[config.mk]
export PLATFORM = sky130hd
export DESIGN_NAME = uart_rx_flat
export DESIGN_NICKNAME = d
export VERILOG_FILES = /design/src/rtl/uart_rx_if.sv /design/src/rtl/uart_rx.sv /design/src/flat_wrapper.sv
export SDC_FILE = /design/constraint.sdc
export NUM_CORES = 1
export LEC_CHECK = 0
export ABC_AREA = 1
export CORE_MARGIN = 5
export CORE_UTILIZATION = 55
export DETAILED_ROUTE_END_ITERATION = 10
export PLACE_DENSITY = 0.83
export SYNTH_ARGS = -nofsm -noshare
export SYNTH_HDL_FRONTEND = slang
export SYNTH_SLANG_ARGS = --single-unit
[constraint.sdc]
create_clock -name clk -period 1.5 [get_ports clk]
set_input_delay 0.45 -clock clk [delete_from_list [all_inputs] [get_ports clk]]
set_output_delay 0.45 -clock clk [all_outputs]
set_load 0.1 [all_outputs]
[src/rtl/uart_rx_if.sv]
// uart_rx_if: bundles the serial line, the pop/clear strobes and the receiver
// outputs so the receiver and its consumer share one connection point.
//   slave  : receiver side (uart_rx)
//   master : consumer / line driver side
// Handshake: rx_valid=1 means rd_data holds the oldest buffered byte; the
// consumer pops it by asserting rd_en for one cycle while rx_valid=1, and
// rd_en while rx_valid=0 has no effect. There is no back-pressure on the serial
// side: a byte arriving into a full buffer is dropped and flagged in overrun.
interface uart_rx_if;
  logic       uart_rx;
  logic       rd_en;
  logic       err_clr;
  logic [7:0] rd_data;
  logic       rx_valid;
  logic       overrun;
  logic       frame_err;
  logic [1:0] dbg_state;

  modport slave (
    input  uart_rx,
    input  rd_en,
    input  err_clr,
    output rd_data,
    output rx_valid,
    output overrun,
    output frame_err,
    output dbg_state
  );

  modport master (
    output uart_rx,
    output rd_en,
    output err_clr,
    input  rd_data,
    input  rx_valid,
    input  overrun,
    input  frame_err,
    input  dbg_state
  );
endinterface

[src/rtl/uart_rx.sv]
// uart_rx: 8N1 serial receiver with a small receive buffer.
// The line is brought into the clock domain by a 2-flop synchronizer. A
// falling edge starts a frame. The start bit is rechecked at mid-bit, and the
// data and stop bits are then sampled one bit period apart.
// Optional feature macro: UART_RX_FIFO_EN. When it is defined, the single
// holding register is replaced by a 4-entry FIFO.
// dbg_state exposes the FSM state: 0=IDLE 1=START 2=DATA 3=STOP.
module uart_rx #(
  parameter int CLKS_PER_BIT = 434
) (
  input  logic     clk,
  input  logic     rst_n,
  uart_rx_if.slave bus
);

  localparam int CNT_W = $clog2(CLKS_PER_BIT);
  localparam logic [CNT_W-1:0] HALF_M1 = CNT_W'(CLKS_PER_BIT / 2 - 1);
  localparam logic [CNT_W-1:0] BIT_M1  = CNT_W'(CLKS_PER_BIT - 1);

  localparam logic [1:0] S_IDLE  = 2'd0;
  localparam logic [1:0] S_START = 2'd1;
  localparam logic [1:0] S_DATA  = 2'd2;
  localparam logic [1:0] S_STOP  = 2'd3;

  // ---------------------------------------------------------------------------
  // Synchronizer and edge detect
  // ---------------------------------------------------------------------------
  logic sync1_q, sync2_q, prev_q;
  logic rx_s;
  logic fall;

  assign rx_s = sync2_q;
  // prev_q only ever follows the synchronized line. After a low stop bit, a
  // new start therefore needs the line to go high first.
  assign fall = prev_q & ~rx_s;

  // Two-flop synchronizer plus one delayed copy for edge detection (idle high)
  always_ff @(posedge clk or negedge rst_n) begin
    if (!rst_n) begin
      sync1_q <= 1'b1;
      sync2_q <= 1'b1;
      prev_q  <= 1'b1;
    end else begin
      sync1_q <= bus.uart_rx;
      sync2_q <= sync1_q;
      prev_q  <= sync2_q;
    end
  end

  // ---------------------------------------------------------------------------
  // Frame FSM
  // ---------------------------------------------------------------------------
  logic [1:0]       state_q, state_d;
  logic [CNT_W-1:0] cnt_q, cnt_d;
  logic [2:0]       bit_cnt_q, bit_cnt_d;
  logic [7:0]       shift_q, shift_d;
  logic             push;
  logic             frame_set;

  // Next-state logic. The baud counter reloads to 0 at every sample point, so
  // each bit period is timed from the previous sample and cannot drift or wrap.
  always_comb begin
    state_d   = state_q;
    cnt_d     = cnt_q;
    bit_cnt_d = bit_cnt_q;
    shift_d   = shift_q;
    push      = 1'b0;
    frame_set = 1'b0;
    case (state_q)
      S_IDLE: begin
        cnt_d = '0;
        if (fall) begin
          state_d   = S_START;
          bit_cnt_d = 3'd0;
        end
      end
      S_START: begin
        if (cnt_q == HALF_M1) begin
          cnt_d   = '0;
          // A start bit that is high again at mid-bit was a glitch.
          state_d = rx_s ? S_IDLE : S_DATA;
        end else begin
          cnt_d = cnt_q + CNT_W'(1);
        end
      end
      S_DATA: begin
        if (cnt_q == BIT_M1) begin
          cnt_d   = '0;
          shift_d = {rx_s, shift_q[7:1]};
          if (bit_cnt_q == 3'd7) begin
            state_d = S_STOP;
          end else begin
            bit_cnt_d = bit_cnt_q + 3'd1;
          end
        end else begin
          cnt_d = cnt_q + CNT_W'(1);
        end
      end
      S_STOP: begin
        if (cnt_q == BIT_M1) begin
          cnt_d   = '0;
          state_d = S_IDLE;
          if (rx_s) begin
            push = 1'b1;
          end else begin
            frame_set = 1'b1;
          end
        end else begin
          cnt_d = cnt_q + CNT_W'(1);
        end
      end
      default: begin
        state_d = S_IDLE;
        cnt_d   = '0;
      end
    endcase
  end

  // FSM, baud counter, bit counter and shift register state
  always_ff @(posedge clk or negedge rst_n) begin
    if (!rst_n) begin
      state_q   <= S_IDLE;
      cnt_q     <= '0;
      bit_cnt_q <= 3'd0;
      shift_q   <= 8'h00;
    end else begin
      state_q   <= state_d;
      cnt_q     <= cnt_d;
      bit_cnt_q <= bit_cnt_d;
      shift_q   <= shift_d;
    end
  end

  // ---------------------------------------------------------------------------
  // Receive buffer
  // ---------------------------------------------------------------------------
  logic       pop;
  logic       full;
  logic       accept;
  logic       overrun_set;
  logic       buf_valid;
  logic [7:0] buf_head;

  // A pop in the same cycle frees a slot, so a push into a full buffer is
  // still accepted when the consumer is reading at that moment.
  assign accept      = push & (~full | pop);
  assign overrun_set = push & full & ~pop;

`ifdef UART_RX_FIFO_EN
  logic [7:0] fifo_q [4];
  logic [1:0] wr_ptr_q, rd_ptr_q;
  logic [2:0] count_q, count_d;

  assign buf_valid = (count_q != 3'd0);
  assign full      = (count_q == 3'd4);
  assign pop       = bus.rd_en & buf_valid;
  assign buf_head  = fifo_q[rd_ptr_q];
  assign count_d   = count_q + {2'b00, accept} - {2'b00, pop};

  // FIFO storage and pointers; the pointers wrap naturally modulo 4
  always_ff @(posedge clk or negedge rst_n) begin
    if (!rst_n) begin
      for (int i = 0; i < 4; i++) begin
        fifo_q[i] <= 8'h00;
      end
      wr_ptr_q <= 2'd0;
      rd_ptr_q <= 2'd0;
      count_q  <= 3'd0;
    end else begin
      if (accept) begin
        fifo_q[wr_ptr_q] <= shift_q;
        wr_ptr_q         <= wr_ptr_q + 2'd1;
      end
      if (pop) begin
        rd_ptr_q <= rd_ptr_q + 2'd1;
      end
      count_q <= count_d;
    end
  end
`else
  logic [7:0] hold_q;
  logic       valid_q;

  assign buf_valid = valid_q;
  assign full      = valid_q;
  assign pop       = bus.rd_en & valid_q;
  assign buf_head  = hold_q;

  // Single holding register: a write refills it, a pop alone empties it
  always_ff @(posedge clk or negedge rst_n) begin
    if (!rst_n) begin
      hold_q  <= 8'h00;
      valid_q <= 1'b0;
    end else begin
      if (accept) begin
        hold_q  <= shift_q;
        valid_q <= 1'b1;
      end else if (pop) begin
        valid_q <= 1'b0;
      end
    end
  end
`endif

  // ---------------------------------------------------------------------------
  // Sticky error flags
  // ---------------------------------------------------------------------------
  logic overrun_q, overrun_d;
  logic frame_err_q, frame_err_d;

  // If a flag is set and cleared in the same cycle, the set takes priority.
  // That keeps an error from being lost in the cycle where software clears it.
  always_comb begin
    overrun_d   = overrun_q;
    frame_err_d = frame_err_q;
    if (bus.err_clr) begin
      overrun_d   = 1'b0;
      frame_err_d = 1'b0;
    end
    if (overrun_set) begin
      overrun_d = 1'b1;
    end
    if (frame_set) begin
      frame_err_d = 1'b1;
    end
  end

  // Error flag registers
  always_ff @(posedge clk or negedge rst_n) begin
    if (!rst_n) begin
      overrun_q   <= 1'b0;
      frame_err_q <= 1'b0;
    end else begin
      overrun_q   <= overrun_d;
      frame_err_q <= frame_err_d;
    end
  end

  // ---------------------------------------------------------------------------
  // Outputs
  // ---------------------------------------------------------------------------
  assign bus.rd_data   = buf_head;
  assign bus.rx_valid  = buf_valid;
  assign bus.overrun   = overrun_q;
  assign bus.frame_err = frame_err_q;
  assign bus.dbg_state = state_q;

endmodule
[src/flat_wrapper.sv]
// flat-port wrapper written by rule: the top's interface ports become plain ports
module uart_rx_flat 
#(
  parameter int CLKS_PER_BIT = 434
)
  (clk, rst_n, bus_uart_rx, bus_rd_en, bus_err_clr, bus_rd_data, bus_rx_valid, bus_overrun, bus_frame_err, bus_dbg_state);
  uart_rx_if bus_i ();
  input  logic clk;
  input  logic rst_n;
  input wire logic [$bits(bus_i.uart_rx)-1:0] bus_uart_rx;
  input wire logic [$bits(bus_i.rd_en)-1:0] bus_rd_en;
  input wire logic [$bits(bus_i.err_clr)-1:0] bus_err_clr;
  output wire logic [$bits(bus_i.rd_data)-1:0] bus_rd_data;
  output wire logic [$bits(bus_i.rx_valid)-1:0] bus_rx_valid;
  output wire logic [$bits(bus_i.overrun)-1:0] bus_overrun;
  output wire logic [$bits(bus_i.frame_err)-1:0] bus_frame_err;
  output wire logic [$bits(bus_i.dbg_state)-1:0] bus_dbg_state;
  assign bus_i.uart_rx = bus_uart_rx;
  assign bus_i.rd_en = bus_rd_en;
  assign bus_i.err_clr = bus_err_clr;
  assign bus_rd_data = bus_i.rd_data;
  assign bus_rx_valid = bus_i.rx_valid;
  assign bus_overrun = bus_i.overrun;
  assign bus_frame_err = bus_i.frame_err;
  assign bus_dbg_state = bus_i.dbg_state;
  uart_rx #(.CLKS_PER_BIT(CLKS_PER_BIT)) u_core (.clk(clk), .rst_n(rst_n), .bus(bus_i));
endmodule
==> out/metrics.yaml <==
status:
  outcome: "complete, but fails checks"
  violations: "negative setup slack"
detailed_routing:
  wl_per_cell_um: 14.2
  vias_per_cell: 5.10
  drc: 0
  wirelength_um: 3730
  drtPass1Iterations: 6
  drtIter0Drc: 58
  drtAntennaViolNets: 0
  num_vias: 1341
worst_setup_path:
  critical_path.startpoint: "u_core.cnt_q[6]$_DFF_PN0_"
  ff2ff_path_depth: 9
  crit-reg2reg-launch: "u_core.cnt_q[6]$_DFF_PN0_"
  cp_max_fo: 8
  path_class: "reg2reg"
  crit_arrival_ps: 1760
  worstPathRequired_ps: 1740
  start_kind: "flop"
  cp-end-kind: "flop"
synth:
  synthMuxAreaShare: 0
  synthXorXnorAreaFrac: 0
  synth_top_family_by_area: "simple AND/OR/NAND/NOR gates"
  ys_seq_elements: 36
  synthCells: 183
  synth-simple-area-share: 0.246
  synthAdderAreaFrac: 0.0364
  synth-compound-area-share: 0.114
  yosysSeqAreaShare: 0.526
  syn_area_um2: 1720
  yosysWarnings: 0
  synth.avg_cell_area_um2: 9.39
  synth_nets: 193
  yosysUniqueCellTypes: 28
placed_design:
  gp_congestion: 0.789
  place_inst: 246
  place_hpwl_um: 2420
  numPortBuffers: 17
global_routing:
  grt-ovfl-total: 0
  grt_pass1_vias: 1263
  grt_max_degree: 37
  grt_pass1_wl_um: 5710
  antenna_found_initial: 0
  grt_usage: 0.174
cts:
  root_buffer: "clkbuf_4"
  cts_max_path_buffers: 2
  htreeDepth: 2
  cts_tree: "done"
  cts.clk_slew.worst_paths_ps: 110
  clkLatencyLatePin_ps: 350
  clock-sinks: 36
  cts_buffers: 5
layout:
  most-common-layout-cells: "nand2_1, dfrtp_1, inv_1"
  fin_util: 0.799
  final_net_count: 228
  area_growth_pct: 40.8
  diodes: 0
  finalNonFillerCells: 263
  final_common_cell: "nand2_1"
  layout-drive-gt1-share: 0.411
job:
  maxCapViolations: 0
power_and_ir_drop:
  ir_drop_mv: 0.909
  leakagePower_nw: 1.09
  total_power_mw: 3.05
  power.density_nw_per_um2: 1260
floorplanning:
  die_w_um: 65.9
  num_rows: 20
  core-area_um2: 3030
  fp.dieH_um: 65.9
  ios: 18
  dieArea_um2: 4340
  initial_core_util: 0.568
timing:
  finalHoldViolCount: 0
  tightest_slew_ps: 273
  hold-worst-slack_ps: 362
  fin_worst_skew_ps: 11.1
  fin_ws_ps: -16.8
  finalCritPeriodShare: 1.01
  fmax_ghz: 0.659
  finalCriticalPeriod_ps: 1520
  finalSetupTns_ps: -49.2
  setup-violations-final: 4
  maxSlewViolCount: 0
  rsz0062_at_grt: "yes"
  max-slew-margin-rel: 0.818
hold_path:
  hp-class: "reg2reg"
  hp-start: "u_core.sync1_q$_DFF_PN1_"
  min_path_cells: 0
==> final cells by class <==
cell class,count,area (µm²)
multi-input combinational,116,817
clock inverter,2,35.0
inverter,29,116
tap,44,55.1
timing repair buffer,30,440
clock buffer,6,41.3
sequential,36,915
fill,167,608
==> worst max-delay path: stages (launching register included) <==
cell and delay, ps:
dfrtp_1 450, inv_2 100, nand2_1 110, nor2_4 150, nand2_4 100, inv_6 100
nand4_4 110, buf_12 180, nand2_4 60, o21ai_4 50
==> logic make-up after synthesis <==
logic type | count (synthesis)
buffers and inverters | 31
AND/OR/NAND/NOR | 82
flip-flops | 36
adder cells (fa/ha/maj) | 5
AO/OA/AOI/OAI | 29
==> power breakdown <==
| part | internal, mW | switching (mW) |
|---|---|---|
| logic | 0.454 | 0.740 |
| registers | 1.08 | 0.113 |
| clock network | 0.349 | 0.317 |
==> registers in the layout, indices dropped and copies added, names as in the netlist, named ones only <==
signal                cells
u_core.bus.rx_valid       1
u_core.sync1_q            1
u_core.bus.overrun        1
u_core.prev_q             1
u_core.shift_q            8
u_core.bus.rd_data        8
u_core.bus.dbg_state      1
u_core.rx_s               1
u_core.bus.frame_err      1
u_core.bit_cnt_q          3
u_core.cnt_q              9
==> synthesized netlist by cell type <==
cell	count	area, µm²
nand2_1	45	169
dfrtp_1	33	826
inv_1	20	75.1
nand3_1	10	50.1
nor2_1	9	33.8
o21ai_1	9	45.0
o21ai_2	9	78.8
a21oi_1	7	35.0
inv_2	7	26.3
ha_1	5	62.6
nand2_2	4	25.0
dfstp_2	3	78.8
nor2_4	3	33.8
nor3b_2	3	37.5
buf_6	2	22.5
nor3_1	2	10.0
a21oi_4	1	16.3
clkinv_1	1	3.75
inv_4	1	6.26
nand2_4	1	11.3
nand4_1	1	6.26
nand4_4	1	21.3
nor2_2	1	6.26
nor4_2	1	12.5
o21ai_0	1	5.00
o22ai_1	1	6.26
o32ai_1	1	8.76
or2_1	1	6.26
==> routing by layer <==
metal,up-vias,GRT usage,wire (µm)
met4,0,0.0570,85
met3,8,0.0459,179
met1,642,0.220,1530
met2,37,0.287,1940
li1,654,-,-
met5,-,0,0
==> worst paths after layout <==
| check | endpoint | slack, ps |
|---|---|---|
| min reg2reg | u_core.rx_s$_DFF_PN1_ | 360 |
| min in group asynchronous | u_core.bus.rd_data[2]$_DFFE_PN0P_ | 450 |
| max in group asynchronous | u_core.prev_q$_DFF_PN1_ | 780 |
| max | u_core.bus.rd_data[5]$_DFFE_PN0P_ | -20 |
| min | u_core.rx_s$_DFF_PN1_ | 360 |
| max reg2reg | u_core.bus.rd_data[5]$_DFFE_PN0P_ | -20 |
==> what timing repair did <==
action                     4_1_cts  5_1_grt
pin swaps                        6        6
buffers inserted                 7        1
hold buffers                     0        0
setup endpoints to repair       25       30
cloned                           0        1
gates resized for setup          8       27
hold endpoints to repair         0        0
==> per-stage QoR <==
stage / instance area (µm²) / worst slack, ps
3_5_place_dp: 2120 / -106
5_1_grt: 2420 / -92.2
3_3_place_gp: 2120 / -55.7
4_1_cts: 2270 / -16.3
6_report: 2420 / -16.8
2_1_floorplan: 1730 / 27.5
(Power assumes the default switching activity.)
